--- config.mk ---
export PLATFORM = sky130hd
export DESIGN_NAME = vit_stream_adapter
export DESIGN_NICKNAME = d
export VERILOG_FILES = /design/src/rtl/vit_stream_pkg.sv /design/src/rtl/vit_sym_fifo.sv /design/src/rtl/vit_stream_adapter.sv
export SDC_FILE = /design/constraint.sdc
export NUM_CORES = 1
export LEC_CHECK = 0
export ABC_AREA = 1
export CAP_MARGIN = 20
export CORE_ASPECT_RATIO = 0.5
export CORE_MARGIN = 3
export CORE_UTILIZATION = 51
export DETAILED_ROUTE_END_ITERATION = 12
export PLACE_DENSITY_LB_ADDON = 0.1
export SLEW_MARGIN = 20
export SYNTH_ARGS = -nofsm -noshare
export SYNTH_HDL_FRONTEND = slang
export SYNTH_SLANG_ARGS = --single-unit
--- constraint.sdc ---
create_clock -name clk -period 2.1 [get_ports clk]
set_input_delay 0.42 -clock clk [delete_from_list [all_inputs] [get_ports clk]]
set_output_delay 0.42 -clock clk [all_outputs]
set_load 0.01 [all_outputs]
--- src/rtl/vit_stream_pkg.sv ---
// Shared types and width defaults for the soft-symbol / decoded-bit stream adapter.
package vit_stream_pkg;

  localparam int SOFT_W_DEF  = 8;
  localparam int DEPTH_DEF   = 16;
  localparam int OUT_W_DEF   = 16;
  localparam int STATE_W_DEF = 6;

  typedef enum logic {
    PACK = 1'b0,
    HOLD = 1'b1
  } pack_state_e;

endpackage

--- src/rtl/vit_sym_fifo.sv ---
// Soft-symbol FIFO: power-of-two depth, explicit occupancy count, registered read data.
module vit_sym_fifo #(
  parameter int W     = 8,
  parameter int DEPTH = 16
) (
  input  logic                       clk,
  input  logic                       srst,
  input  logic                       push,
  input  logic                       pop,
  input  logic [W-1:0]               wr_data,
  output logic [W-1:0]               rd_data,
  output logic                       full,
  output logic                       empty,
  output logic [$clog2(DEPTH+1)-1:0] count
);

  localparam int AW = $clog2(DEPTH);
  localparam int CW = $clog2(DEPTH+1);

  logic [W-1:0]  mem [DEPTH];
  logic [AW-1:0] wr_ptr_reg, rd_ptr_reg;
  logic [CW-1:0] count_reg;
  logic [W-1:0]  rd_data_reg;
  logic          do_push, do_pop;

  assign full    = (count_reg == CW'(DEPTH));
  assign empty   = (count_reg == '0);
  assign do_pop  = pop && !empty;
  // A full FIFO still takes a write when a slot is freed in the same cycle.
  assign do_push = push && (!full || do_pop);

  always_ff @(posedge clk) begin
    if (do_push) mem[wr_ptr_reg] <= wr_data;
  end

  always_ff @(posedge clk) begin
    if (srst) begin
      wr_ptr_reg  <= '0;
      rd_ptr_reg  <= '0;
      count_reg   <= '0;
      rd_data_reg <= '0;
    end else begin
      if (do_push) wr_ptr_reg <= wr_ptr_reg + 1'b1;
      if (do_pop) begin
        rd_ptr_reg  <= rd_ptr_reg + 1'b1;
        rd_data_reg <= mem[rd_ptr_reg];
      end
      case ({do_push, do_pop})
        2'b10:   count_reg <= count_reg + 1'b1;
        2'b01:   count_reg <= count_reg - 1'b1;
        default: count_reg <= count_reg;
      endcase
    end
  end

  assign rd_data = rd_data_reg;
  assign count   = count_reg;

endmodule

--- src/rtl/vit_stream_adapter.sv ---
// Host-to-decoder symbol feeder plus decoded-bit word packer.
// Statistics (sym_count, in_ovf, out_ovf) exist only with VIT_STREAM_ADAPTER_STATS_EN defined.
module vit_stream_adapter
  import vit_stream_pkg::*;
#(
  parameter int SOFT_W    = SOFT_W_DEF,
  parameter int DEPTH     = DEPTH_DEF,
  parameter int OUT_W     = OUT_W_DEF,
  parameter int STATE_W   = STATE_W_DEF,
  parameter int EDGE_MODE = 1
) (
  input  logic                       clk,
  input  logic                       sys_rst,
  input  logic                       host_valid,
  input  logic signed [SOFT_W-1:0]   host_soft,
  input  logic                       flush,
  input  logic                       dec_ready_in,
  output logic signed [SOFT_W-1:0]   dec_soft,
  output logic                       dec_valid_in,
  input  logic                       dec_valid_out,
  input  logic                       dec_bit,
  input  logic [STATE_W-1:0]         dec_last_state,
  output logic                       out_valid,
  output logic [OUT_W-1:0]           out_word,
  output logic [$clog2(OUT_W+1)-1:0] out_count,
  output logic [STATE_W-1:0]         out_state,
  input  logic                       out_ack,
  output logic                       in_ovf,
  output logic                       out_ovf,
  output logic [31:0]                sym_count,
  output logic [$clog2(DEPTH+1)-1:0] fill
);

  localparam int IDXW = $clog2(OUT_W);
  localparam int CNTW = $clog2(OUT_W+1);

  logic host_valid_prev_reg;
  logic push, pop;
  logic fifo_full, fifo_empty;
  logic dec_valid_in_reg;

  assign push = (EDGE_MODE != 0) ? (host_valid && !host_valid_prev_reg) : host_valid;
  // Blocking the pop while a strobe is out guarantees an idle cycle between strobes.
  assign pop  = !fifo_empty && dec_ready_in && !dec_valid_in_reg;

  vit_sym_fifo #(.W(SOFT_W), .DEPTH(DEPTH)) u_fifo (
    .clk     (clk),
    .srst    (sys_rst),
    .push    (push),
    .pop     (pop),
    .wr_data (host_soft),
    .rd_data (dec_soft),
    .full    (fifo_full),
    .empty   (fifo_empty),
    .count   (fill)
  );

  always_ff @(posedge clk) begin
    if (sys_rst) begin
      host_valid_prev_reg <= 1'b0;
      dec_valid_in_reg    <= 1'b0;
    end else begin
      host_valid_prev_reg <= host_valid;
      dec_valid_in_reg    <= pop;
    end
  end

  assign dec_valid_in = dec_valid_in_reg;

  pack_state_e       state_reg;
  logic [IDXW-1:0]   idx_reg;
  logic [OUT_W-1:0]  out_word_reg;
  logic [CNTW-1:0]   out_count_reg;
  logic [STATE_W-1:0] out_state_reg;
  logic              out_valid_reg;
  logic [OUT_W-1:0]  bit_sel;

  for (genvar gi = 0; gi < OUT_W; gi++) begin : g_bit_sel
    assign bit_sel[gi] = (idx_reg == IDXW'(gi));
  end

  always_ff @(posedge clk) begin
    if (sys_rst) begin
      state_reg     <= PACK;
      idx_reg       <= '0;
      out_word_reg  <= '0;
      out_count_reg <= '0;
      out_state_reg <= '0;
      out_valid_reg <= 1'b0;
    end else begin
      case (state_reg)
        PACK: begin
          if (dec_valid_out) begin
            out_word_reg  <= out_word_reg | (bit_sel & {OUT_W{dec_bit}});
            out_state_reg <= dec_last_state;
          end
          if (dec_valid_out && idx_reg == IDXW'(OUT_W-1)) begin
            out_count_reg <= CNTW'(OUT_W);
            idx_reg       <= '0;
            out_valid_reg <= 1'b1;
            state_reg     <= HOLD;
          end else if (flush && (dec_valid_out || idx_reg != '0)) begin
            // A bit arriving with the flush belongs to the flushed word.
            out_count_reg <= CNTW'(idx_reg) + CNTW'(dec_valid_out);
            idx_reg       <= '0;
            out_valid_reg <= 1'b1;
            state_reg     <= HOLD;
          end else if (dec_valid_out) begin
            idx_reg <= idx_reg + 1'b1;
          end
        end
        HOLD: begin
          if (out_ack) begin
            out_word_reg  <= '0;
            out_count_reg <= '0;
            out_valid_reg <= 1'b0;
            state_reg     <= PACK;
          end
        end
        default: state_reg <= PACK;
      endcase
    end
  end

  assign out_valid = out_valid_reg;
  assign out_word  = out_word_reg;
  assign out_count = out_count_reg;
  assign out_state = out_state_reg;

`ifdef VIT_STREAM_ADAPTER_STATS_EN
  logic [31:0] sym_count_reg;
  logic        in_ovf_reg, out_ovf_reg;
  logic        in_drop, bit_drop;

  assign in_drop  = push && fifo_full && !pop;
  assign bit_drop = (state_reg == HOLD) && dec_valid_out;

  always_ff @(posedge clk) begin
    if (sys_rst) begin
      sym_count_reg <= '0;
      in_ovf_reg    <= 1'b0;
      out_ovf_reg   <= 1'b0;
    end else begin
      if (pop)      sym_count_reg <= sym_count_reg + 32'd1;
      if (in_drop)  in_ovf_reg    <= 1'b1;
      if (bit_drop) out_ovf_reg   <= 1'b1;
    end
  end

  assign sym_count = sym_count_reg;
  assign in_ovf    = in_ovf_reg;
  assign out_ovf   = out_ovf_reg;
`else
  assign sym_count = '0;
  assign in_ovf    = 1'b0;
  assign out_ovf   = 1'b0;
`endif

endmodule

==> results of run 1 <==
[final cells by class]
type | count | area, um^2
Clock buffer | 18 | 429
Clock inverter | 14 | 160
Fill cell | 1279 | 5710
Inverter | 128 | 487
Multi-Input combinational cell | 545 | 2600
Sequential cell | 184 | 4970
Tap cell | 204 | 255
Timing Repair Buffer | 113 | 1010
[per-layer routing]
metal | vias up | GRT usage (%) | wire [um]
met1 | 2768 | 31.6 | 8970
li1 | 2997 | - | -
met2 | 240 | 34.2 | 8350
met3 | 36 | 5.02 | 1460
met5 | - | 0 | 0
met4 | 0 | 7.31 | 376
[where the power goes]
group	leakage, nW	switching [mW]	internal [mW]
clock network	0.286	1.47	1.69
logic	2.33	1.89	1.16
registers	1.61	0.166	4.09
[through the flow]
stage / util [%] / setup WS (ns)
2_1_floorplan: - / 0.0143
5_1_grt: 63.4 / -0.0968
4_1_cts: 62.9 / 0.00223
6_report: 63.4 / 0.0915
3_3_place_gp: 59.0 / -0.355
3_5_place_dp: 59.0 / -0.445
[final timing paths]
check                          startpoint                           end  slack (ns)
max                          dec_ready_in  u_fifo.count[4]$_SDFFE_PP0P_        0.09
min              out_word[1]$_SDFFE_PP0P_      out_word[1]$_SDFFE_PP0P_        0.45
max reg2reg  u_fifo.count[0]$_SDFFE_PP0P_  u_fifo.count[4]$_SDFFE_PP0P_        0.10
min reg2reg      out_word[1]$_SDFFE_PP0P_      out_word[1]$_SDFFE_PP0P_        0.45
[what timing repair did]
action / 4_1_cts / 5_1_grt
pin swaps: 1 / 10
endpoints found under the setup margin: 2 / 83
gates resized for setup: 8 / 18
setup buffers: 1 / 4
[placed cells by master (no fill, tap or decap), types with 17 or more instances in the layout]
cell	n
conb_1	34
nand2_1	245
inv_1	116
buf_4	50
nor2_1	50
clkdlybuf4s50_1	63
nand3_1	103
clkbuf_16	17
dfxtp_1	52
edfxtp_1	128
a21oi_1	38
[critical path, delay by kind of cell]
family | cells | cell delay (ns)
AO/OA/AOI/OAI | 3 | 0.33
adder cells (fa/ha/maj) | 2 | 0.54
buffers and inverters | 4 | 0.60
AND/OR/NAND/NOR | 7 | 0.46
[cell families after synthesis]
kind of cell	count (synthesis)	synth area share [%]
adder cells (fa/ha/maj)	16	2.52
AND/OR/NAND/NOR	420	21.3
other	1	0.0454
flip-flops	184	60.1
AO/OA/AOI/OAI	68	4.47
XOR/XNOR	7	0.742
buffers and inverters	196	10.8
==> metrics.txt, run 1 <==
outcome finished, final reports clean; TritonCTS clock tree done; fin. max-slew vios 0; clk sinks 184; sequential area share after synthesis 60.1%; DRC viols 0; Layout Skew 0.0128 ns; largest net degree at the start of global routing 35; CP Cell Sequence clkdlybuf4s50_1, inv_1, nor2_2, nor2_1, nand2_1, nand2_2, ha_4, inv_2, fa_2, inv_2, nand2_2, a21boi_2, o21bai_1, nand2_1, nand2_1, a21oi_2; reg2reg path depth 15; top-count cell post-synth nand2_1; dominant synthesized flop cell edfxtp_1; largest area contributor in the netlist edfxtp_1; ys async rst share 0%; # port buffers 63; Area growth syn-to-layout 20.0%; synthesized area 8260 um^2; cts hold-fix bufs 0; total grt overflow 0; first-pass GRT wire length 29900 um; layout cells sized above 1 12.2%; flops & latches, synth 184; setup_tns 0 ns; worst skew pair latency 0.43 ns; post-route minimum period 2.01 ns; GRT Util Overall 22.2%; Tcrit/Tclk final 95.6%; Area contributors post-synth edfxtp_1 47%, dfxtp_1 14%, nand2_1 12%; worst-margin pin slew 0.507 ns; Post-synth top cells 253 x nand2_1, 128 x edfxtp_1, 121 x inv_1; vias in the first global route 5674; width of the die 186 um; Finish-stage setup viols 0; initial antenna violation count 0; Slowest Stage Delay on Critical Path 0.42 ns; most frequent CP cell nand2_1; nets 1027; Synth Warn # 0; top-area cell type share of the netlist area 46.5%; max FFs per register 128; final instance area 9910 um^2; Hold WS 0.453 ns; Max-slew headroom 66.2%; Max Fclk 498 MHz; P_leak 4.23 nW; clock buffer depth 2; # diodes 0; crit start category input pin; CTS Root Cell clkbuf_16; CP required 2.46 ns; pwr dens 1060 nW/um^2; post-synth cell types 34; Final Hold Vio Count 0; # placed instances 1169; critical setup path kind input pin to register; Syn Inst Count 892; initial core utilization 52.9%; initial drt markers 526; dpl cell area 9210 um^2; Power Total 10.5 mW; CP Capture Type register; GP Congestion 0.899; IO Pins 98; synthesized area per cell 9.26 um^2; H-Tree Depth 4; Worst Path Arrival 2.37 ns; WHS Path Cells 2; post-route ant nets 0; number of synthesized flops with an enable pin 128; vias 6041; worst-path fanout max 3; RSZ-0062 raised after global routing yes; drt total wl 19200 um; Max Cap Violations 0; worst vdd ir 511 uV; clock slew at reported path FFs 0.07 ns; FP Rows 32; drt wl/cell 15.9 um; DP HPWL 12800 um; Num CTS Buffers 17; Via density 5.01; Core ar. 15600 um^2; Slowest cell on crit path clkdlybuf4s50_1; Die Y-Extent 96.0 um; Pre-antenna DRT Iters 5; final non-filler cell total 1206; worst hold path class register to register; die area 17800 um^2
(Power assumes the default switching activity.)
==> run 2: changes to the inputs <==
--- a/config.mk
+++ b/config.mk
@@ -11,6 +11,7 @@
 export CORE_MARGIN = 3
 export CORE_UTILIZATION = 51
 export DETAILED_ROUTE_END_ITERATION = 12
+export HOLD_SLACK_MARGIN = 0.02
 export PLACE_DENSITY_LB_ADDON = 0.1
 export SLEW_MARGIN = 20
 export SYNTH_ARGS = -nofsm -noshare
==> results of run 2 <==
Same layout as run 1: the final DEF is identical, and so are final timing and power.
==> run 3: changes to the inputs <==
--- a/config.mk
+++ b/config.mk
@@ -6,13 +6,14 @@
 export NUM_CORES = 1
 export LEC_CHECK = 0
 export ABC_AREA = 1
-export CAP_MARGIN = 20
+export CAP_MARGIN = 5
 export CORE_ASPECT_RATIO = 0.5
 export CORE_MARGIN = 3
 export CORE_UTILIZATION = 51
 export DETAILED_ROUTE_END_ITERATION = 12
 export HOLD_SLACK_MARGIN = 0.02
 export PLACE_DENSITY_LB_ADDON = 0.1
+export SETUP_SLACK_MARGIN = 0.1
 export SLEW_MARGIN = 20
 export SYNTH_ARGS = -nofsm -noshare
 export SYNTH_HDL_FRONTEND = slang
==> run 3 against run 2 <==
Effect of this change:
- sequential power about the same
- non-clock buffer count is 3 higher
- total power is 1.7% higher
- largest power group unchanged
==> metrics.txt, run 3 (same netlist as run 1, synthesis figures left out) <==
dpl cell area 9280 um^2; commonest non-fill, non-tap cells in the layout 244 x nand2_1, 128 x edfxtp_1, 116 x inv_1; Filler cells 1243; Layout Skew 0.0124 ns; Max Cap Violations 0; worst skew pair latency 0.42 ns; Hold WS 0.458 ns; vias 5980; Finish-stage setup viols 0; TritonCTS clock tree done; cts hold-fix bufs 0; initial drt markers 507; critical setup path kind register to register; largest net degree at the start of global routing 43; worst-path fanout max 5; vias in the first global route 5662; Worst Path Arrival 2.42 ns; CP required 2.46 ns; # port buffers 63; clock buffer depth 2; Area growth syn-to-layout 20.9%; nets 1030; GRT Util Overall 22.1%; Slowest cell on crit path dfxtp_4; Num CTS Buffers 17; commonest non-fill, non-tap cell in the layout nand2_1; drt wl/cell 15.6 um; clock slew at reported path FFs 0.07 ns; CP Capture Type register; die area 17800 um^2; Slowest Stage Delay on Critical Path 0.36 ns; max FFs per register 128; Max Fclk 487 MHz; clk sinks 184; Worst Setup SP u_fifo.count[0]$_SDFFE_PP0P_; total grt overflow 0; reg2reg start u_fifo.count[0]$_SDFFE_PP0P_; Hold Crit Start out_word[2]$_SDFFE_PP0P_; DP HPWL 12700 um; CP Cell Sequence inv_2, nand2_2, nor3_4, nand2_1, nand2_2, ha_4, inv_2, fa_2, inv_2, nand2_2, a21boi_2, o21bai_1, nand2_1, nand2_1, a21oi_1; post-route ant nets 0; Via density 4.95; IO Pins 98; worst hold path class register to register; pwr dens 1060 nW/um^2; outcome finished, final reports clean; Pre-antenna DRT Iters 5; RSZ-0062 raised after global routing yes; # diodes 0; final instance area 9980 um^2; width of the die 186 um; post-route minimum period 2.06 ns; DP Worst Slack -0.362 ns; H-Tree Depth 4; Die Y-Extent 96.0 um; DRC viols 0; FP Rows 32; first-pass GRT wire length 29900 um; CTS Root Cell clkbuf_16; Power Total 10.6 mW; drt total wl 18800 um; Final Hold Vio Count 0; fin util 63.9%; Tcrit/Tclk final 97.9%; initial antenna violation count 0; layout cells sized above 1 12.4%; initial core utilization 52.9%; Core ar. 15600 um^2; fin. max-slew vios 0; P_leak 4.27 nW; crit start category register; setup ws final 0.0449 ns; GP Congestion 0.863; worst vdd ir 639 uV
==> run 3: cell types whose count changed in the layout (fill, tap and decap cells not counted), sizes merged <==
cell / change
buf: +3
bufinv: +2
clkinvlp: +1
inv: -3
==> run 3: cell type report <==
| class | instances | area [um^2] | area share [%] |
|---|---|---|---|
| sequential | 184 | 4970 | 49.8 |
| multi-input combinational | 545 | 2620 | 26.2 |
| timing repair buffer | 116 | 1060 | 10.6 |
| inverter | 128 | 484 | 4.85 |
| clock buffer | 18 | 429 | 4.30 |
| tap | 204 | 255 | 2.56 |
| clock inverter | 14 | 171 | 1.72 |
==> run 3: what timing repair did <==
action / 4_1_cts / 5_1_grt
pin swaps: 0 / 12
endpoints found under the hold margin: 0 / 0
resized for setup: 2 / 22
endpoints found under the setup margin: 1 / 24
buffers inserted: 0 / 4
==> run 3: through the flow <==
stage / setup TNS (ns) / instances
5_1_grt: -0.0609 / 1209
2_1_floorplan: 0 / 925
3_3_place_gp: -22.47 / 1173
4_1_cts: 0 / 1205
3_5_place_dp: -25.79 / 1173
6_report: 0 / 1209
==> run 3: report_power, final <==
group	switching, mW	leakage (nW)	internal (mW)
combinational	1.89	2.37	1.24
clock	1.36	0.290	1.88
sequential	0.175	1.61	4.08
total	3.42	4.27	7.21
==> run 3: worst max-delay path: cells and delay by family, from the launching register on <==
kind,cells,cell delay [ns]
simple gates,7,0.59
fa+ha+maj,2,0.53
buf+inv,3,0.16
flops,1,0.36
compound gates,3,0.34
==> run 3: final timing paths <==
| kind | end | slack (ns) | depth (start not counted) |
|---|---|---|---|
| worst max-delay path | u_fifo.count[4]$_SDFFE_PP0P_ | 0.04 | 15 |
| worst min register to register | out_word[2]$_SDFFE_PP0P_ | 0.46 | 2 |
| worst max register to register | u_fifo.count[4]$_SDFFE_PP0P_ | 0.04 | 15 |
| worst min-delay path | out_word[2]$_SDFFE_PP0P_ | 0.46 | 2 |
==> run 3: layer usage <==
metal	GRT usage, %	wire length [um]	up-vias
li1	-	-	2997
met1	30.4	8710	2760
met2	35.7	8500	207
met3	6.00	1430	16
met4	4.77	179	0
met5	0	0	-
